===== config.mk =====
export PLATFORM = sky130hd
export DESIGN_NAME = sysid_checker_master
export DESIGN_NICKNAME = d
export VERILOG_FILES = /design/src/rtl/sysid_checker_master.sv
export SDC_FILE = /design/constraint.sdc
export NUM_CORES = 1
export LEC_CHECK = 0
export BUFFER_PORTS_ARGS = -buffer_cell sky130_fd_sc_hd__buf_2
export CORE_ASPECT_RATIO = 0.6
export CORE_UTILIZATION = 35
export CTS_CLUSTER_DIAMETER = 60
export DETAILED_ROUTE_END_ITERATION = 16
export PLACE_DENSITY = 0.54
export SLEW_MARGIN = 10
export SYNTH_ARGS = -nofsm -noshare
export SYNTH_HDL_FRONTEND = slang
export SYNTH_SLANG_ARGS = --single-unit

===== constraint.sdc =====
create_clock -name clock -period 1.8 [get_ports clock]
set_clock_uncertainty 0.05 [all_clocks]
set_input_delay 0.09 -clock clock [delete_from_list [all_inputs] [get_ports clock]]
set_output_delay 0.09 -clock clock [all_outputs]
set_load 0.01 [all_outputs]

===== src/rtl/sysid_checker_master.sv =====
// Avalon-MM read master that fetches the system-ID and build-timestamp words
// and compares them against the values this image was built with.
module sysid_checker_master #(
  parameter logic [31:0] EXPECTED_ID        = 32'd0,
  parameter logic [31:0] EXPECTED_TIMESTAMP = 32'd1516721602,
  parameter int          READ_LATENCY       = 0,
  parameter int          TIMEOUT_CYCLES     = 255
) (
  input  logic        clock,
  input  logic        reset,
  input  logic        start,
  output logic        avm_address,
  output logic        avm_read,
  input  logic        avm_waitrequest,
  input  logic [31:0] avm_readdata,
  output logic        busy,
  output logic        done,
  output logic        pass,
  output logic        id_ok,
  output logic        ts_ok,
  output logic        timeout,
  output logic [31:0] id_value,
  output logic [31:0] ts_value
);

  localparam int                 STALL_W    = $clog2(TIMEOUT_CYCLES + 1);
  localparam logic [STALL_W-1:0] STALL_LAST = STALL_W'(TIMEOUT_CYCLES - 1);
  localparam logic [1:0]         LAT_LAST   = 2'(READ_LATENCY - 1);
  localparam bit                 NO_LATENCY = (READ_LATENCY == 0);

  typedef enum logic [2:0] {
    IDLE   = 3'd0,
    REQ_ID = 3'd1,
    LAT_ID = 3'd2,
    REQ_TS = 3'd3,
    LAT_TS = 3'd4,
    FIN    = 3'd5
  } state_t;

  state_t             state;
  state_t             state_next;
  logic [STALL_W-1:0] stall_cnt;
  logic [STALL_W-1:0] stall_next;
  logic [1:0]         lat_cnt;
  logic [1:0]         lat_next;
  logic [31:0]        id_next;
  logic [31:0]        ts_next;
  logic               id_ok_next;
  logic               ts_ok_next;
  logic               pass_next;
  logic               timeout_next;
  logic               busy_next;
  logic               done_next;
  logic               read_next;
  logic               address_next;

  // Next-state and next-output decode; every output is registered below.
  always_comb begin
    state_next   = state;
    stall_next   = stall_cnt;
    lat_next     = lat_cnt;
    id_next      = id_value;
    ts_next      = ts_value;
    id_ok_next   = id_ok;
    ts_ok_next   = ts_ok;
    pass_next    = pass;
    timeout_next = timeout;
    busy_next    = busy;
    done_next    = done;
    read_next    = avm_read;
    address_next = avm_address;

    case (state)
      IDLE: begin
        if (start) begin
          state_next   = REQ_ID;
          busy_next    = 1'b1;
          done_next    = 1'b0;
          pass_next    = 1'b0;
          id_ok_next   = 1'b0;
          ts_ok_next   = 1'b0;
          timeout_next = 1'b0;
          stall_next   = '0;
          lat_next     = 2'd0;
          id_next      = 32'd0;
          ts_next      = 32'd0;
          read_next    = 1'b1;
          address_next = 1'b0;
        end else begin
          state_next = IDLE;
        end
      end

      REQ_ID: begin
        if (!avm_waitrequest) begin
          if (NO_LATENCY) begin
            // Zero-latency slave: data is on the bus in the accepting cycle.
            id_next      = avm_readdata;
            state_next   = REQ_TS;
            address_next = 1'b1;
            stall_next   = '0;
          end else begin
            state_next = LAT_ID;
            read_next  = 1'b0;
            lat_next   = 2'd0;
          end
        end else if (stall_cnt == STALL_LAST) begin
          state_next   = FIN;
          read_next    = 1'b0;
          timeout_next = 1'b1;
        end else begin
          stall_next = stall_cnt + 1'b1;
        end
      end

      LAT_ID: begin
        if (lat_cnt == LAT_LAST) begin
          id_next      = avm_readdata;
          state_next   = REQ_TS;
          read_next    = 1'b1;
          address_next = 1'b1;
          stall_next   = '0;
        end else begin
          lat_next = lat_cnt + 2'd1;
        end
      end

      REQ_TS: begin
        if (!avm_waitrequest) begin
          read_next = 1'b0;
          if (NO_LATENCY) begin
            ts_next      = avm_readdata;
            state_next   = FIN;
            address_next = 1'b0;
          end else begin
            state_next = LAT_TS;
            lat_next   = 2'd0;
          end
        end else if (stall_cnt == STALL_LAST) begin
          state_next   = FIN;
          read_next    = 1'b0;
          address_next = 1'b0;
          timeout_next = 1'b1;
        end else begin
          stall_next = stall_cnt + 1'b1;
        end
      end

      LAT_TS: begin
        if (lat_cnt == LAT_LAST) begin
          ts_next      = avm_readdata;
          state_next   = FIN;
          address_next = 1'b0;
        end else begin
          lat_next = lat_cnt + 2'd1;
        end
      end

      FIN: begin
        // An uncaptured word is still 0 here, so the verdict needs ~timeout too.
        id_ok_next   = (id_value == EXPECTED_ID);
        ts_ok_next   = (ts_value == EXPECTED_TIMESTAMP);
        pass_next    = (id_value == EXPECTED_ID) && (ts_value == EXPECTED_TIMESTAMP) && !timeout;
        done_next    = 1'b1;
        busy_next    = 1'b0;
        read_next    = 1'b0;
        address_next = 1'b0;
        state_next   = IDLE;
      end

      default: begin
        state_next   = IDLE;
        busy_next    = 1'b0;
        read_next    = 1'b0;
        address_next = 1'b0;
      end
    endcase
  end

  // State, counters, captured words and all outputs.
  always_ff @(posedge clock) begin
    if (reset) begin
      state       <= IDLE;
      stall_cnt   <= '0;
      lat_cnt     <= 2'd0;
      id_value    <= 32'd0;
      ts_value    <= 32'd0;
      id_ok       <= 1'b0;
      ts_ok       <= 1'b0;
      pass        <= 1'b0;
      timeout     <= 1'b0;
      busy        <= 1'b0;
      done        <= 1'b0;
      avm_read    <= 1'b0;
      avm_address <= 1'b0;
    end else begin
      state       <= state_next;
      stall_cnt   <= stall_next;
      lat_cnt     <= lat_next;
      id_value    <= id_next;
      ts_value    <= ts_next;
      id_ok       <= id_ok_next;
      ts_ok       <= ts_ok_next;
      pass        <= pass_next;
      timeout     <= timeout_next;
      busy        <= busy_next;
      done        <= done_next;
      avm_read    <= read_next;
      avm_address <= address_next;
    end
  end

endmodule


# After elaboration in Yosys (flattened, before gate mapping)
# Index checks and enable logic that the tools add are counted.
[word_totals] regBits=85 latchBits=0 mem_bits_rw=0 rom_bits=0 in_bits=36 output_inout_bits=72 elab_cells=101 mem_count=0
[op_classes] n_addsub=2 n_mul=0 div_mod_pow=0 magnitude_cmp=0 eq_ne=19 shifts=0 muxes=41 n_bitwise=2 n_reduce_logical=24
[op_table] cell="32-bit case mux with 3 select lines" count=2
[op_table] cell="32-bit 2-to-1 mux" count=3
[op_table] cell="8-bit 2-to-1 mux" count=5
[op_table] cell="32-bit by 31-bit equality test with 1-bit output (second input constant)" count=1
[op_table] cell="32-bit logical NOT" count=1
[op_table] cell="8-bit case mux with 4 select lines" count=1
[op_table] cell="4-bit AND reduction" count=5
[op_table] cell="2-bit inequality test (second input constant)" count=8
[op_table] cell="3-bit 2-to-1 mux" count=5
[op_table] cell="3-bit case mux with 5 select lines" count=1
[op_table] cell="1-bit 2-to-1 mux" count=13
[op_table] cell="1-bit case mux with 2 select lines" count=6
[op_table] cell="1-bit case mux with 5 select lines" count=2
[op_table] cell="8-bit by 1-bit adder with 8-bit output (second input constant)" count=1
[op_table] cell="8-bit equality test (second input constant)" count=1
[op_table] cell="3-bit by 2-bit equality test with 1-bit output (second input constant)" count=2
[op_table] cell="3-bit equality test (second input constant)" count=2
[op_table] cell="2-bit AND reduction" count=3
[op_table] cell="2-bit nonzero test" count=3
[op_table] cell="3-bit nonzero test" count=2
[op_table] cell="5-bit AND reduction" count=1
[op_table] cell="2-bit 2-to-1 mux" count=2
[op_table] cell="2-bit by 1-bit inequality test with 1-bit output (second input constant)" count=2
[op_table] cell="2-bit case mux with 2 select lines" count=1
[op_table] cell="other kinds (12)" count=15

# Longest topological paths before layout
# Gate-level depths: netlist of run 1.
[depth] word_depth=4 mapped_depth=8 mapped_depth_nobuf=7

# Worst setup path before layout of run 1
# Ideal clock, no wire load.
[synth_path] path_kind="flip-flop to flip-flop" start="reg stall_cnt[0]" end="reg avm_read" setup_ns=0.070 t_arrival_ns=1.450 t_required_ns=1.680 setup_slack_ns=0.230 path_stages_with_launch=7 path_buffers=0 period_less_slack_ns=1.570 cell_sequence="dfxtp_1 > inv_1 > ha_1 > nand3_1 > nor2_1 > or4b_2 > a21oi_1"
[synth_via] elab_chain_len=4 elab_cells_between_ends=5 classes_between="eq/ne: 1; mux: 4"
[synth_rtl] element="start: declaration" line="42" rtl="logic [STALL_W-1:0] stall_cnt;"
[synth_rtl] element="start signal: assignment" line="198" rtl="stall_cnt <= stall_next;"
[synth_rtl] element="8-bit equality test *" line="107, 139"
[synth_rtl] element="1-bit 2-to-1 mux *"
[synth_rtl] element="1-bit 2-to-1 mux, on equally long branches"
[synth_rtl] element="1-bit case mux with 5 select lines *"
[synth_rtl] element="end signal: assignment" line="208" rtl="avm_read <= read_next;"
[synth_rtl] element="end: declaration" line="13" rtl="output logic avm_read,"
# Mark *: on every way between the ends. The rest lies on a longest branch, timed or not. The select of a mux whose other input is x is not followed.
# A chain may end at the register's enable or synchronous reset.

# Worst setup path after layout of run 1
[layout_path] start="reg ts_value[28]" end="reg pass"
[layout_via] elab_chain_len=4
[layout_rtl] element="start: declaration" line="23" rtl="output logic [31:0] ts_value"
[layout_rtl] element="start signal: assignment" line="201" rtl="ts_value <= ts_next;"
[layout_rtl] element="32-bit by 31-bit equality test with 1-bit output" line="163" rtl="pass_next = (id_value == EXPECTED_ID) && (ts_value == EXPECTED_TIMESTAMP) && !timeout;"
[layout_rtl] element="1-bit logical AND (2 in a row)" line="163"
[layout_rtl] element="1-bit case mux with 2 select lines" line="73" rtl="case (state)"
[layout_rtl] element="end signal: assignment" line="204" rtl="pass <= pass_next;"
[layout_rtl] element="end: declaration" line="18" rtl="output logic pass,"
# No other way between the ends.

==> impl_metrics.csv, run 1 <==
group,metric,value,unit
setup_path,crit_fanout,3,
run_status,status,"complete, no violations",
final_layout,drive_gt1_frac,0.2733,
final_layout,antenna_cells,0,
grt,grt_util_all_layers,0.2150,
logic_synthesis,async_flop_share,0,
placement,gp_congestion,0.8215,
setup_path,cp.required,2.01,ns
setup_path,crit_path_end_kind,"flip-flop",
timing,max_freq,0.5806,GHz
clock_network,clock-root-buffer,"clkbuf_16",
routing,drt_pass1_iterations,4,
clock_network,clkSlewWorstSetupHoldPaths,0.06,ns
die,dieArea,11110,um2
timing,fin_crit_sh,0.9568,
timing,worstMarginPinSlew,0.4202,ns
logic_synthesis,synth_cell_types,51,
pwr,p_total,4.580,mW
timing,setup_violations,0,
final_layout,finalNonFillerCells,746,
logic_synthesis,synth_seq_area_share,0.4553,
grt,antenna_found_initial,0,
clock_network,clock_sinks,85,
logic_synthesis,synth_nets,504,
setup_path,r2r_start,"ts_value[28]",
setup_path,path_class,"reg2reg",
clock_network,clk_latency,0.33,ns
die,core,10120,um2
die,start_util,0.3691,
clock_network,cts_setup_buffers,0,
final_layout,nNetsFinal,646,
clock_network,htree_num_levels,3,
pwr,vdd_drop_max,0.0005064,V
routing,vias,3893,
worst_hold_path,worstHoldEndpoint,"stall_cnt[1]",
timing,period_minus_slack,1.722,ns
timing,report.final.slew_viol_count,0,
grt,grt_pass1_vias,3456,
final_layout,seqCellArea,1704,um2
clock_network,tritoncts,"yes",
logic_synthesis,syn_avg_cell_area,8.037,um2
grt,overflow,0,
logic_synthesis,synth-edff-count,0,
die,die_h,82.04,um
routing,drtIter0Drc,223,
routing,viasPerCell,5.218,
setup_path,rrSetupSlack,0.08,ns
setup_path,rr_endpoint,"pass",
timing,hold_viol,0,
worst_hold_path,min_path_cells,2,
grt,grt_pass1_wl,18220,um
clock_network,cts_buffers,9,
routing,routed_wl,11810,um
final_layout,multi_input_area,1878,um2
routing,ant_nets,0,
worst_hold_path,hold_path.class,"in2reg",
timing,fin_ws,0.07769,ns
clock_network,clockBufferDepth,2,
placement,dpl.cell_count,699,
logic_synthesis,syn_area,3737,um2
setup_path,cp-start-kind,"flip-flop",
placement,dp_hpwl,8490,um
setup_path,cp_data_arrival_time,1.94,ns
placement,post_dp_cell_area,4534,um2
job,maxCapViolations,0,
placement,place_ws,-0.3709,ns
final_layout,n_fill_cell,1003,
timing,rsz0062_at_grt,"yes",
pwr,leakage,2.142,nW
final_layout,stdcell_area,5218,um2
die,die_w,135.4,um
pwr,powerDensity,877.8,nW/um2
die,num_io_pins,108,
logic_synthesis,ys_ff_latch,85,
timing,fin_tns_setup,0,ns
worst_hold_path,timing.hold.worst.start,"reset",
grt,grt_max_degree,34,
timing,fin_hold_ws,0.09851,ns
logic_synthesis,synth_ff_type,"dfxtp_1",
final_layout,final_util,0.5153,
placement,portBuffers,107,
die,placementRows,28,
logic_synthesis,synth_cells,465,
logic_synthesis,yosys_warnings,0,
setup_path,r2r_cells,5,
routing,wl_per_cell,15.83,um
final_layout,syn_to_final_growth,39.60,%
routing,drc,0,
timing,slew_headroom,0.7173,
[synth_stat cells, drive strengths merged, types with 2 or more instances]
master	count	area, um2
clkbuf	11	41.29
nor3	5	25.02
nand4	7	43.79
dfxtp	85	1702
and2	4	25.02
a21oi	81	416.7
and4b	2	20.02
a31oi	2	12.51
o32ai	2	25.03
o21ai	13	65.06
a21o	3	22.52
and2b	2	15.01
nor2b	2	12.51
nand2b	3	18.77
buf	25	165.2
o21a	2	15.01
nand3	66	330.3
mux2i	4	40.04
nor4bb	3	30.03
ha	3	37.54
nor2	24	97.59
nor4	11	68.82
inv	7	26.28
nand2	75	281.5
a22oi	3	22.52
[kinds of logic (layout without fill, tap and decap cells)]
group | Yosys count | after routing | synth area share
xor gates and xnor gates | 2 | 2 | 0.004688
muxes | 5 | 5 | 0.01373
and+or+nand+nor | 212 | 212 | 0.2779
adders and majority gates | 3 | 3 | 0.01004
AOI/OAI and AO/OA | 115 | 115 | 0.1761
buffers and inverters | 43 | 189 | 0.06227
DFF | 85 | 85 | 0.4553
[worst max-delay path, stage by stage (launching register included)]
cell,delay (ns)
dfxtp_1,0.35
nor4bb_4,0.33
nand4_1,0.29
nor4_4,0.39
nand2_1,0.09
o21ai_1,0.15
[state kept, by name, summed over array words and instances (netlist names), 2 cells and up]
signal and count:
id_value 32, state 3, lat_cnt 2, ts_value 32, stall_cnt 8
[where the power goes]
part / switching (mW) / internal, mW
registers: 0.0530 / 1.94
clock network: 0.744 / 1.10
logic: 0.418 / 0.321
[timing repair]
action | 4_1_cts | 5_1_grt
endpoints found under the setup margin | 10 | 39
pin swaps | 2 | 3
hold buffers | 32 | 0
endpoints found under the hold margin | 64 | 0
resized for setup | 4 | 11
[worst max-delay path by stage]
| stage | startpoint | to | slack, ns |
|---|---|---|---|
| after floorplan | stall_cnt[0] | avm_read | 0.23 |
| after global placement | ts_value[28] | pass | -0.32 |
| after detailed placement | ts_value[28] | pass | -0.37 |
| after CTS | ts_value[2] | pass | 0.01 |
| after global routing | ts_value[21] | pass | -0.07 |
| final | ts_value[28] | pass | 0.08 |
[cell type report]
class                      count  area share
clock inverter                 4    0.009353
clock buffer                  11     0.04652
multi-input combinational    337      0.3600
sequential                    85      0.3266
timing repair buffer         167      0.2201
tap                          135     0.03237
inverter                       7    0.005036
[metal layers]
metal | vias up | track usage | routed length, um
met2 | 121 | 0.3087 | 4871
li1 | 1926 | - | -
met5 | - | 0 | 0
met3 | 9 | 0.05062 | 696
met1 | 1837 | 0.3212 | 6168
met4 | 0 | 0.04382 | 70
[placed cells by master (no fill, tap or decap), types with 6 or more instances in the layout]
master,instances
a21oi_1,80
buf_12,6
buf_2,107
buf_4,20
clkbuf_16,9
dfxtp_1,83
dlygate4sd3_1,32
inv_1,7
nand2_1,75
nand3_1,66
nand4_1,7
nor2_1,22
nor4_1,9
o21ai_0,12
Note: power is estimated with default switching activity, not from simulation.
==> inputs of run 2 (changes only) <==
PLACE_DENSITY = not set   (was 0.54)
==> run 2 against run 1 <==
Compared with the run above: cell count down 0.40%; clock-buffer cell count shrank 1; sequential power about the same; fmax fell by 0.43%; routed wire length grew 0.98%; cell area barely moved; combinational power is essentially flat; critical endpoint is now avm_read; global-route usage rose by 0.13 points; utilization barely moved; critical path type unchanged; register-to-register slack hardly changed; sequential cell count unchanged; highest routed layer unchanged; critical path depth grew 1.
==> impl_metrics.csv, run 2 (synthesis results as in run 1) <==
group,metric,value,unit
die,dieArea,11110,um2
timing,hold_viol,0,
routing,routed_wl,11920,um
worst_hold_path,hold_path.class,"in2reg",
grt,use_met2,0.3174,
setup_path,crit_path_end_kind,"flip-flop",
die,placementRows,28,
final_layout,syn_to_final_growth,39.47,%
pwr,p_total,4.620,mW
routing,drc,0,
final_layout,most-common-layout-cells,"108 x buf_2, 83 x dfxtp_1, 80 x a21oi_1",
final_layout,antenna_cells,0,
die,num_io_pins,108,
routing,ant_nets,0,
final_layout,stdcell_area,5213,um2
setup_path,rrSetupSlack,0.07,ns
final_layout,top_regs,"id_value: 32 flops, ts_value: 32 flops, stall_cnt: 8 flops",
pwr,powerDensity,886.3,nW/um2
die,die_h,82.04,um
setup_path,cp_data_arrival_time,1.95,ns
die,start_util,0.3691,
pwr,internal_power,3.370,mW
timing,report.final.slew_viol_count,0,
placement,portBuffers,107,
final_layout,nNetsFinal,642,
timing,worstMarginPinSlew,0.4440,ns
timing,period_minus_slack,1.730,ns
clock_network,clock_sinks,85,
clock_network,cts_setup_buffers,0,
routing,vias,4035,
pwr,leakage,2.137,nW
clock_network,clock-root-buffer,"clkbuf_16",
timing,setup_violations,0,
setup_path,cp-start-kind,"flip-flop",
timing,max_freq,0.5781,GHz
setup_path,crit_fanout,6,
die,die_w,135.4,um
placement,post_dp_cell_area,4522,um2
routing,viasPerCell,5.431,
grt,grt_max_degree,33,
clock_network,clockBufferDepth,2,
pwr,clkPwrFrac,0.408,
routing,drt_pass1_iterations,5,
grt,top_usage_layer,"met2",
grt,grt_pass1_vias,3569,
job,maxCapViolations,0,
clock_network,clk_latency,0.34,ns
clock_network,tritoncts,"yes",
final_layout,drive_gt1_frac,0.2714,
final_layout,n_fill_cell,960,
placement,dp_hpwl,8353,um
grt,grt_pass1_wl,18490,um
final_layout,multi_input_area,1867,um2
timing,rsz0062_at_grt,"yes",
routing,wl_per_cell,16.05,um
grt,grt_use_met3,0.04877,
grt,globalRouteMet1Util,0.3111,
setup_path,cp.required,2.02,ns
grt,overflow,0,
timing,slew_headroom,0.7013,
clock_network,htree_num_levels,3,
clock_network,cts_buffers,9,
setup_path,path_class,"reg2reg",
clock_network,clkSlewWorstSetupHoldPaths,0.06,ns
die,core,10120,um2
final_layout,seqCellArea,1704,um2
pwr,power_switching,1.250,mW
pwr,power_frac_seq,0.432,
pwr,vdd_drop_max,0.0005309,V
run_status,status,"complete, no violations",
timing,fin_crit_sh,0.9610,
grt,antenna_found_initial,0,
placement,gp_congestion,0.8961,
routing,drtIter0Drc,348,
final_layout,layout_commonest_cell,"buf_2",
pwr,switching_share,0.2706,
pwr,power_frac_comb,0.161,
grt,grt_util_all_layers,0.2163,
-- run 2: cell type report --
cell class,count,share of cell area
multi-input cells,337,0.3581
flip-flops and latches,85,0.3269
repair buffers,163,0.2196
clock buffers,10,0.04585
well taps,135,0.03241
clock inverters,6,0.01200
inverters,7,0.005041
-- run 2: timing repair --
action / CTS / global route
endpoints found under the setup margin: 23 / 64
hold buffers: 32 / 0
endpoints found under the hold margin: 63 / 0
pin swaps: 2 / 1
resized for setup: 5 / 11
gates cloned: 0 / 1
-- run 2: per-layer routing --
layer  routed length (um)  up-vias
met5                    0        -
met4                  173        0
met3                  863       16
met2                 4940      185
met1                 5945     1916
li1                     -     1918
-- run 2: final timing paths --
kind                                       from            to  cells after the start
worst min register to register     ts_value[18]  ts_value[18]                      2
worst max register to register     stall_cnt[0]      avm_read                      6
worst max-delay path               stall_cnt[0]      avm_read                      6
worst min-delay path            avm_waitrequest       timeout                      3
-- run 2: power groups by stage --
stage	Clock (mW)	Combinational (mW)	Sequential (mW)
after floorplan	0	0.392	2.04
after global placement	0	0.663	2.03
after detailed placement	0	0.669	2.03
after CTS	1.92	0.726	1.99
after global routing	1.99	0.808	2.00
final	1.88	0.742	1.99
-- run 2: per-stage QoR --
step	util	hold slack (ns)	setup TNS, ns	instances	setup WS (ns)
floorplan	-	0.1919	0	465	0.2300
global placement	0.4466	0.3143	-0.7915	694	-0.2601
detailed placement	0.4466	0.3167	-1.058	694	-0.2795
CTS	0.5103	0.07074	0	742	0.02824
global route	0.5148	0.1123	-0.004050	743	-0.004050
finish	0.5148	0.07986	0	743	0.07022
-- run 2: worst max-delay path, stage by stage (launching register included) --
cell     delay, ns
dfxtp_1       0.39
inv_1         0.06
ha_1          0.21
nand3_1       0.13
nor2_4        0.06
or4b_2        0.61
a21oi_1       0.15
